<file path="config.mk">
export PLATFORM = sky130hd
export DESIGN_NAME = trivium_data_feeder
export DESIGN_NICKNAME = d
export VERILOG_FILES = /design/src/rtl/trivium_data_feeder.sv
export SDC_FILE = /design/constraint.sdc
export NUM_CORES = 1
export LEC_CHECK = 0
export CORE_MARGIN = 5
export CORE_UTILIZATION = 55
export DETAILED_ROUTE_END_ITERATION = 8
export PLACE_DENSITY = 0.73
export SETUP_SLACK_MARGIN = 0.15
export SKIP_LAST_GASP = 1
export SLEW_MARGIN = 20
export SYNTH_ARGS = -nofsm -noshare
export SYNTH_HDL_FRONTEND = slang
export SYNTH_SLANG_ARGS = --single-unit
</file>
<file path="constraint.sdc">
create_clock -name clk -period 2.45 [get_ports clk]
set_input_delay 0.49 -clock clk [delete_from_list [all_inputs] [get_ports clk]]
set_output_delay 0.49 -clock clk [all_outputs]
set_load 0.005 [all_outputs]
</file>
<file path="src/rtl/trivium_data_feeder.sv">
// -----------------------------------------------------------------------------
// trivium_data_feeder
//
// Upstream stage of the Trivium cipher core. Host plaintext words are buffered
// in a FIFO and sent out MSB-first, one bit for each cipher request. The FIFO
// fill level is exported as a 2-bit buffer-condition code for the cipher's
// control FSM.
//
// Ports:
//   clk         system clock, all state on rising edge
//   rst         asynchronous active-low reset
//   flush       synchronous clear of FIFO, serializer and overflow flag
//   wr_data     host plaintext word
//   wr_en       host write request
//   wr_ready    FIFO can accept a word (not full)
//   bit_req     cipher consumes the presented bit this cycle
//   data        current plaintext bit to cipher
//   strop_data  data is valid
//   last_bit    presented bit is the LSB of its word
//   buff_cond   FIFO status: 00 empty, 01 below AF_LEVEL, 10 almost full, 11 full
//   overflow    sticky: a host write was dropped
// -----------------------------------------------------------------------------
module trivium_data_feeder #(
    parameter int DATA_W   = 8,
    parameter int DEPTH    = 16,
    parameter int AF_LEVEL = 12
) (
    input  logic              clk,
    input  logic              rst,
    input  logic              flush,
    input  logic [DATA_W-1:0] wr_data,
    input  logic              wr_en,
    output logic              wr_ready,
    input  logic              bit_req,
    output logic              data,
    output logic              strop_data,
    output logic              last_bit,
    output logic [1:0]        buff_cond,
    output logic              overflow
);

    localparam int PTR_W = $clog2(DEPTH);
    localparam int CNT_W = PTR_W + 1;
    localparam int BIT_W = $clog2(DATA_W);

    typedef enum logic {
        IDLE,
        SHIFT
    } state_e;

    state_e              state_q,   state_d;
    logic [DATA_W-1:0]   shreg_q,   shreg_d;
    logic [BIT_W-1:0]    bit_cnt_q, bit_cnt_d;
    logic [PTR_W-1:0]    wr_ptr_q,  wr_ptr_d;
    logic [PTR_W-1:0]    rd_ptr_q,  rd_ptr_d;
    logic [CNT_W-1:0]    count_q,   count_d;
    logic                overflow_q, overflow_d;
    logic [DATA_W-1:0]   mem_q [DEPTH];

    logic full;
    logic empty;
    logic push;
    logic pop;

    assign full  = (count_q == CNT_W'(DEPTH));
    assign empty = (count_q == '0);

    always_comb begin
        // NOTE: every signal written here gets a default first, so no path
        // leaves one unassigned and no latch is inferred.
        state_d    = state_q;
        shreg_d    = shreg_q;
        bit_cnt_d  = bit_cnt_q;
        wr_ptr_d   = wr_ptr_q;
        rd_ptr_d   = rd_ptr_q;
        count_d    = count_q;
        overflow_d = overflow_q;
        push       = 1'b0;
        pop        = 1'b0;

        if (flush) begin
            // Flush outranks every other input: host write and bit request
            // in this cycle are discarded.
            state_d    = IDLE;
            shreg_d    = '0;
            bit_cnt_d  = '0;
            wr_ptr_d   = '0;
            rd_ptr_d   = '0;
            count_d    = '0;
            overflow_d = 1'b0;
        end else begin
            // Fullness is judged on the registered count, so a write into a
            // full FIFO is dropped even if the serializer pops this cycle.
            if (wr_en) begin
                if (full) overflow_d = 1'b1;
                else      push       = 1'b1;
            end

            unique case (state_q)
                IDLE: begin
                    if (!empty) begin
                        pop     = 1'b1;
                        state_d = SHIFT;
                    end
                end
                SHIFT: begin
                    if (bit_req) begin
                        if (bit_cnt_q != '0) begin
                            shreg_d   = {shreg_q[DATA_W-2:0], 1'b0};
                            bit_cnt_d = bit_cnt_q - BIT_W'(1);
                        end else if (!empty) begin
                            pop = 1'b1;  // back-to-back word, no bubble
                        end else begin
                            state_d = IDLE;
                        end
                    end
                end
                default: state_d = IDLE;
            endcase

            if (pop) begin
                shreg_d   = mem_q[rd_ptr_q];
                bit_cnt_d = BIT_W'(DATA_W - 1);
                rd_ptr_d  = rd_ptr_q + PTR_W'(1);
            end
            if (push) begin
                wr_ptr_d = wr_ptr_q + PTR_W'(1);
            end
            count_d = count_q + CNT_W'(push) - CNT_W'(pop);
        end
    end

    always_ff @(posedge clk or negedge rst) begin
        if (!rst) begin
            state_q    <= IDLE;
            shreg_q    <= '0;
            bit_cnt_q  <= '0;
            wr_ptr_q   <= '0;
            rd_ptr_q   <= '0;
            count_q    <= '0;
            overflow_q <= 1'b0;
        end else begin
            // NOTE: non-blocking assignments so every flop samples the
            // pre-edge values regardless of statement order.
            state_q    <= state_d;
            shreg_q    <= shreg_d;
            bit_cnt_q  <= bit_cnt_d;
            wr_ptr_q   <= wr_ptr_d;
            rd_ptr_q   <= rd_ptr_d;
            count_q    <= count_d;
            overflow_q <= overflow_d;
        end
    end

    // NOTE: the storage array has no reset; count and pointers define which
    // entries are live, so stale contents are never read.
    always_ff @(posedge clk) begin
        if (push) mem_q[wr_ptr_q] <= wr_data;
    end

    always_comb begin
        buff_cond = 2'b01;
        if (empty)                            buff_cond = 2'b00;
        else if (full)                        buff_cond = 2'b11;
        else if (count_q >= CNT_W'(AF_LEVEL)) buff_cond = 2'b10;
    end

    assign wr_ready   = !full;
    assign strop_data = (state_q == SHIFT);
    assign data       = strop_data & shreg_q[DATA_W-1];
    assign last_bit   = strop_data & (bit_cnt_q == '0);
    assign overflow   = overflow_q;

endmodule

</file>
* After elaboration in Yosys (flattened, before gate mapping)
Memories as Yosys holds them, arrays and structs flattened. Cells that the tools add are included.
Storage, ports and cells: bits in registers 26, memory bits (writable) 128, input port bits 13, output and inout port bits 7, memories 1
Memory list:
- mem_q | depth 16, bits a word 8, rd ports 1, clocked after memory_dff 0, write ports 1, line 58 | logic [DATA_W-1:0] mem_q [DEPTH];
Cells by class: $add $sub $neg 5, order comparisons 1, eq/ne operators 1, mux-type cells 36, bitwise logic cells 3, reductions and logical operators 13
Operators by type and width (number):
- 8-bit two-way mux | 5
- 1-bit two-way mux | 16
- 4-bit two-way mux | 4
- 3-bit two-way mux | 5
- 3-bit nonzero test | 4
- 4-bit by 1-bit adder with 4-bit output (second input constant) | 2
- 2-bit nonzero test | 4
- 2-bit two-way mux | 3
- 5-bit by 1-bit adder with 5-bit output | 1
- 5-bit == test (second input constant) | 1
- 5-bit by 4-bit >= comparator with 1-bit output (second input constant) | 1
- 5-bit zero test | 1
- 5-bit two-way mux | 1
- 5-bit by 1-bit subtractor with 5-bit output | 1
- 1-bit one-hot mux with 2 select lines | 2
- 3-bit zero test | 1
- 3-bit AND reduction | 1
- 3-bit by 1-bit subtractor with 3-bit output (second input constant) | 1
- 1-bit bitwise AND | 2
- 2-bit AND reduction | 1
- 1-bit zero test | 1
- 1-bit NOT | 1

* Logic depth before layout (Yosys ltp)
Gate-level depths: netlist of the first run.
depth in word-level cells 8, mapped depth 15, depth with buffers taken out 15

* Least setup slack after synthesis of the first run
OpenSTA, ideal clock, no wires.
path kind register to register, start register count_q[2], end register count_q[4], arrival time 2.480 ns, required time 2.318 ns, setup slack -0.162 ns, stages on the path, launching flop included 16, path buffers 1, path through dfrtp_1 inv_1 ha_1 nor4b_4 a21oi_2 buf_2 nand2_1 nand2_1 ha_1 inv_1 fa_1 inv_1 a21oi_1 o21bai_1 xnor2_1 nor2_1
Between the ends: cells in the longest elaborated chain, start to end 8
RTL lines:
- start: declaration | line 56 | logic [CNT_W-1:0] count_q, count_d;
- start signal: assignment | line 150 | count_q <= count_d;
- parallel branches: the longest is 6 deep, another holds 5-bit by 1-bit adder with 5-bit output
- 5-bit by 1-bit subtractor with 5-bit output * | line 129 | count_d = count_q + CNT_W'(push) - CNT_W'(pop);
- 5-bit two-way mux * | line 81 | if (flush) begin
- named net count_d[4] | line 56
Mark *: on every way through the listed nets, which the timed path passes. The select of a mux whose other input is x is not followed. A chain may end at the register's enable or synchronous reset.

* Final worst setup path of the first run
Ends and elaborated chain as after synthesis.

==> results.md, run 1 <==
- Status: finished with violations
- Violated checks: setup timing
- Crit Reg-Reg Endpoint: count_q[4]$_DFF_PN0_
- Final Skew: 7.11 ps
- Crit path launch type: flop
- Die H: 119 µm
- Layout Area Growth over Synthesis: 19.0%
- Syn. warnings: 0
- Total power divided by cell area: 1040 mW/mm²
- Reg-to-reg slack, setup: -40 ps
- Post-Syn Instances: 391
- Worst Tran Pin Value: 576 ps
- Placed cell area: 0.00703 mm²
- Flops & latches, synth: 154
- First-pass GRT wire length: 20900 µm
- Yosys top cell by area: edfxtp_1
- Ys async rst share: 16.9%
- Slew headroom: 61.4%
- Count of different cell masters after synthesis: 43
- Total number of vias: 3591
- Post-Place Cells: 565
- Initial core utilization: 56.6%
- Final HPWL DP: 7850 µm
- Post-layout minimum cycle time: 2490 ps
- Kind of critical path: reg2reg
- Synth Cell Area: 0.00652 mm²
- Setup TNS: -106 ps
- Dpl ws: -129 ps
- Largest net degree at the start of global routing: 36
- Post-synthesis sequential area ratio: 68.9%
- Layout Utilization: 67.4%
- DRC Markers: 0
- Most instantiated library cell after synthesis: edfxtp_1
- Final nets: 483
- Worst Path Max Fanout: 4
- Clock tree buffer depth: 2
- Vias in the first global route: 3822
- Tcrit/Tclk final: 102%
- Arrival @ worst endpoint: 2790 ps
- Port bufs: 19
- Gr usage total: 20.0%
- Diodes inserted: 0
- Dominant synthesized flop cell: edfxtp_1
- Post-route setup slack: -41.9 ps
- Yosys top cell area share: 58.9%
- Fillers: 770
- CP Capture Type: flop
- Required time worst endpoint: 2750 ps
- Die area: 0.0141 mm²
- Row Count: 39
- Post-synth EDFFs: 128
- Worst-skew pair later-pin latency: 430 ps
- Hold Crit Class: in2async
- Final setup violating endpoints: 3
- Core area: 0.0115 mm²
- Layout cells sized above 1: 24.0%
- GRT overflow: 0
- Max-slew violations: 0
- Leakage: 2.78 nW
- Cts bufs inserted: 17
- Root Buffer: clkbuf_16
- Via density: 5.89
- Initial drt markers: 259
- Top cells by area, synth: edfxtp_1, dfrtp_1, mux4_2, mux4_1, ha_1
- ANT nets after route: 0
- DR pass1 iterations: 4
- Syn avg cell area: 16.7 µm²
- # IOs: 20
- CTS tree: built
- Peak supply drop: 0.470 mV
- Worst reg-to-reg path cell count: 16
- Detailed-route wire length per cell: 21.4 µm
- Final Power: 8.06 mW
- Total of max-cap violations: 0
- RSZ-0062 raised after global routing: yes
- Initial antenna violation count: 0
- Clock-pin slew on the worst setup and hold paths: 60 ps
- Peak Freq: 401 MHz
- R2r startpoint: count_q[2]$_DFF_PN0_
- CTS Sinks: 154
- GP Congestion: 0.765
- Final Cell Area: 0.00776 mm²
- Post-route insts no fill: 610
- CTS Hold Bufs: 0
- Die X: 119 µm
- Hold Violations, Final: 0
- H-tree levels: 4
- Syn nets: 419
- Most instantiated cells after synthesis: edfxtp_1, nand2_1, nor2_1, dfrtp_1, mux4_2
- WHS: 433 ps
- Final WL: 13100 µm
## where the power goes
group          switching (mW)  leakage, nW  internal [mW]
logic                    1.07        0.992           1.14
registers               0.134         1.49           3.02
clock network            1.00        0.293           1.69
total                    2.21         2.78           5.85
## registers in the layout (all words and copies together), names as in the netlist
signal / flops
overflow: 1
count_q: 5
wr_ptr_q: 4
strop_data: 1
shreg_q: 8
mem_q: 128
bit_cnt_q: 3
rd_ptr_q: 4
## what timing repair did
| action | 4_1_cts | 5_1_grt |
|---|---|---|
| gates cloned | 0 | 0 |
| buffers inserted | 8 | 6 |
| gates resized for setup | 10 | 4 |
| setup endpoints to repair | 5 | 6 |
| pin swaps | 1 | 6 |
## critical path, stage by stage (launching register included)
cell and delay, ps:
dfrtp_1 390, inv_2 70, ha_4 170, nor4b_4 130, buf_4 140, buf_6 110, a21oi_4 120, nand2_2 70
nand2_1 80, ha_2 190, inv_2 40, fa_2 390, inv_2 70, a21oi_2 50, o21bai_1 170, xnor2_1 140
nor2_1 50
## logic make-up (layout without fill, tap and decap cells)
logic type	after synthesis	in the layout	share of synthesized area, %
and+or+nand+nor	95	95	6.75
DFF	154	154	68.9
muxes	32	32	11.6
buffers and inverters	33	109	3.13
AOI/OAI and AO/OA	52	52	5.30
adders and majority gates	15	15	2.99
xor gates and xnor gates	10	10	1.34
## worst max path at each step
| stage | startpoint | slack (ps) | cells past startpoint | end |
|---|---|---|---|---|
| 6_report | count_q[2]$_DFF_PN0_ | -40 | 16 | count_q[4]$_DFF_PN0_ |
| 5_1_grt | count_q[2]$_DFF_PN0_ | -170 | 16 | count_q[4]$_DFF_PN0_ |
| 4_1_cts | count_q[1]$_DFF_PN0_ | 10 | 6 | buff_cond[0] |
| 3_5_place_dp | bit_req | -130 | 13 | count_q[4]$_DFF_PN0_ |
| 3_3_place_gp | bit_req | -110 | 13 | count_q[4]$_DFF_PN0_ |
| 2_1_floorplan | count_q[2]$_DFF_PN0_ | 20 | 14 | count_q[4]$_DFF_PN0_ |
## per-layer routing
metal  global-route usage, %  part of all wire [%]  vias up  wire length, µm
met4                    8.91                   2.0        0              256
met3                    4.98                   5.3       21              693
li1                        -                     -     1636                -
met1                    26.0                    42     1828             5440
met5                       0                     0        -                0
met2                    32.3                    51      106             6690
## cell usage in the layout (no fill, tap or decap), types with 6 or more instances in the layout
| cell type | n |
|---|---|
| edfxtp_1 | 128 |
| buf_4 | 42 |
| nand2_1 | 36 |
| nor2_1 | 32 |
| dfrtp_1 | 25 |
| mux4_2 | 23 |
| clkdlybuf4s50_1 | 18 |
| clkbuf_16 | 17 |
| a21oi_1 | 16 |
| ha_1 | 12 |
| inv_1 | 9 |
| mux4_1 | 9 |
| a22oi_1 | 8 |
| a31oi_1 | 6 |
| a221oi_1 | 6 |
## final cells by class
type,count,area [µm²],area share [%]
Multi-Input combinational cell,204,1860,24.0
Clock buffer,18,429,5.53
Tap cell,143,179,2.30
Sequential cell,154,4500,57.9
Timing Repair Buffer,65,572,7.37
Inverter,13,48.8,0.629
Clock inverter,13,176,2.27
Note: power is estimated with default switching activity, not from simulation.
==> inputs of run 2 (changes only) <==
--- a/config.mk
+++ b/config.mk
@@ -7,6 +7,7 @@
 export LEC_CHECK = 0
 export CORE_MARGIN = 5
 export CORE_UTILIZATION = 55
+export CTS_CLUSTER_DIAMETER = 30
 export DETAILED_ROUTE_END_ITERATION = 8
 export PLACE_DENSITY = 0.73
 export SETUP_SLACK_MARGIN = 0.15
==> results of run 2 <==
Final layout, timing and power as in run 1 (identical DEF).
==> inputs of run 3 (changes only) <==
==> constraint.sdc (replaced) <==
create_clock -name clk -period 2.45 [get_ports clk]
set_input_delay 0.49 -clock clk [delete_from_list [all_inputs] [get_ports clk]]
set_output_delay 0.49 -clock clk [all_outputs]
set_load 0.1 [all_outputs]
==> results.md, run 3 (synthesis gave the netlist of run 1 again) <==
- GP Congestion: 0.794
- Initial antenna violation count: 0
- Tcrit/Tclk final: 92.9%
- First-pass GRT wire length: 20300 µm
- CTS Sinks: 154
- Met2 usage: 30.5%
- Final WL: 12200 µm
- Most frequent cells in the layout: edfxtp_1, buf_4, nand2_1
- CTS tree: built
- Final setup violating endpoints: 0
- M3 GR Usage: 4.69%
- Clock tree buffer depth: 2
- RSZ-0062 raised after global routing: yes
- Core area: 0.0115 mm²
- Initial drt markers: 310
- Worst Path Max Fanout: 4
- ANT nets after route: 0
- Row Count: 39
- H-tree levels: 4
- Critical path origin: count_q[3]$_DFF_PN0_
- Clock network power share: 29.5%
- Via density: 5.80
- Detailed-route wire length per cell: 20.1 µm
- DRC Markers: 0
- Die X: 119 µm
- Final Skew: 6.90 ps
- GRT overflow: 0
- Final Power: 8.15 mW
- Peak supply drop: 0.723 mV
- Status: complete, no violations
- Total number of vias: 3525
- Internal power: 5.60 mW
- Setup TNS: 0 ps
- Die area: 0.0141 mm²
- Total power divided by cell area: 1050 mW/mm²
- Worst Tran Pin Value: 573 ps
- Met1 Usage GRT: 25.9%
- R2r startpoint: count_q[3]$_DFF_PN0_
- Peak Freq: 439 MHz
- Reg power frac: 38.6%
- Gr usage total: 19.1%
- DR pass1 iterations: 4
- Reg area: 0.00450 mm²
- Cts bufs inserted: 17
- Fillers: 757
- Post-layout minimum cycle time: 2280 ps
- Kind of critical path: reg2reg
- Vias in the first global route: 3727
- Clock-pin slew on the worst setup and hold paths: 60 ps
- Diodes inserted: 0
- Initial core utilization: 56.6%
- Largest net degree at the start of global routing: 36
- Required time worst endpoint: 2740 ps
- Total of max-cap violations: 0
- Logic pwr share: 31.9%
- Port bufs: 19
- Worst-skew pair later-pin latency: 420 ps
- Crit path launch type: flop
- CP Capture Type: flop
- Arrival @ worst endpoint: 2570 ps
- # IOs: 20
- Root Buffer: clkbuf_16
- Multi-input logic area: 0.00192 mm²
- Layout Area Growth over Synthesis: 19.1%
- Hold Violations, Final: 0
- Max-slew violations: 0
- Layout cells sized above 1: 27.5%
- Leakage: 2.77 nW
- Final HPWL DP: 7700 µm
- Busiest grt layer: met2
- Final nets: 480
- Commonest non-fill, non-tap cell in the layout: edfxtp_1
- Top flop regs: mem_q x128, shreg_q x8, count_q x5
- Hold Crit Class: in2async
- Largest Register: mem_q
- Slew headroom: 61.7%
- Die H: 119 µm
- Switching Fraction: 31.3%
- Psw: 2.55 mW
- Worst reg-to-reg path cell count: 14
- Max reg flops: 128
-- run 3: power by group through the flow --
| stage | clock network [mW] | registers (mW) | logic (mW) |
|---|---|---|---|
| 6_report | 2.40 | 3.15 | 2.60 |
| 3_5_place_dp | 0 | 3.20 | 2.42 |
| 4_1_cts | 2.45 | 3.14 | 2.58 |
| 2_1_floorplan | 0 | 3.23 | 1.78 |
| 5_1_grt | 2.57 | 3.17 | 2.86 |
| 3_3_place_gp | 0 | 3.19 | 2.37 |
-- run 3: final cells by class --
class,count,area share (%)
flip-flops and latches,154,57.9
multi-input cells,204,24.8
repair buffers,62,7.23
clock buffers,17,5.48
well taps,143,2.30
clock inverters,15,1.64
inverters,13,0.628
-- run 3: layer usage --
metal | routed length [µm] | vias to the layer above
li1 | - | 1629
met4 | 136 | 0
met1 | 5160 | 1768
met2 | 6130 | 119
met3 | 817 | 9
met5 | 0 | -
-- run 3: worst paths after layout --
kind                                          end  slack, ps
max                          count_q[4]$_DFF_PN0_        170
min                          count_q[4]$_DFF_PN0_        440
max reg2reg                  count_q[4]$_DFF_PN0_        170
min reg2reg                shreg_q[7]$_DFFE_PN0P_        500
max in group asynchronous    strop_data$_DFF_PN0_       1730
min in group clk           shreg_q[7]$_DFFE_PN0P_        500
-- run 3: critical path, stage by stage (launching register included) --
cell and delay (ps):
dfrtp_1 390, inv_2 80, ha_4 160, nor4b_4 220, nand2b_4 180, nand2_2 60, nand2_2 90, ha_4 130
inv_2 40, fa_2 340, inv_2 60, a21oi_2 40, o21bai_1 150, xnor2_1 130, nor2_1 60
-- run 3: per-stage QoR --
step | worst slack (ps) | cell area, µm² | instances | utilization, % | hold slack, ps
6_report | 173 | 7760 | 608 | 67.4 | 438
5_1_grt | 26.0 | 7760 | 608 | 67.4 | 489
4_1_cts | 147 | 7740 | 607 | 67.2 | 437
3_5_place_dp | -225 | 7100 | 566 | 61.7 | 493
3_3_place_gp | -170 | 7100 | 566 | 61.7 | 488
2_1_floorplan | -67.7 | 6600 | 391 | - | 194
-- run 3: what timing repair did --
item,in CTS,in global routing
gates resized for setup,5,4
hold buffers,0,0
setup buffers,9,1
setup endpoints to repair,1,4
pin swaps,8,6
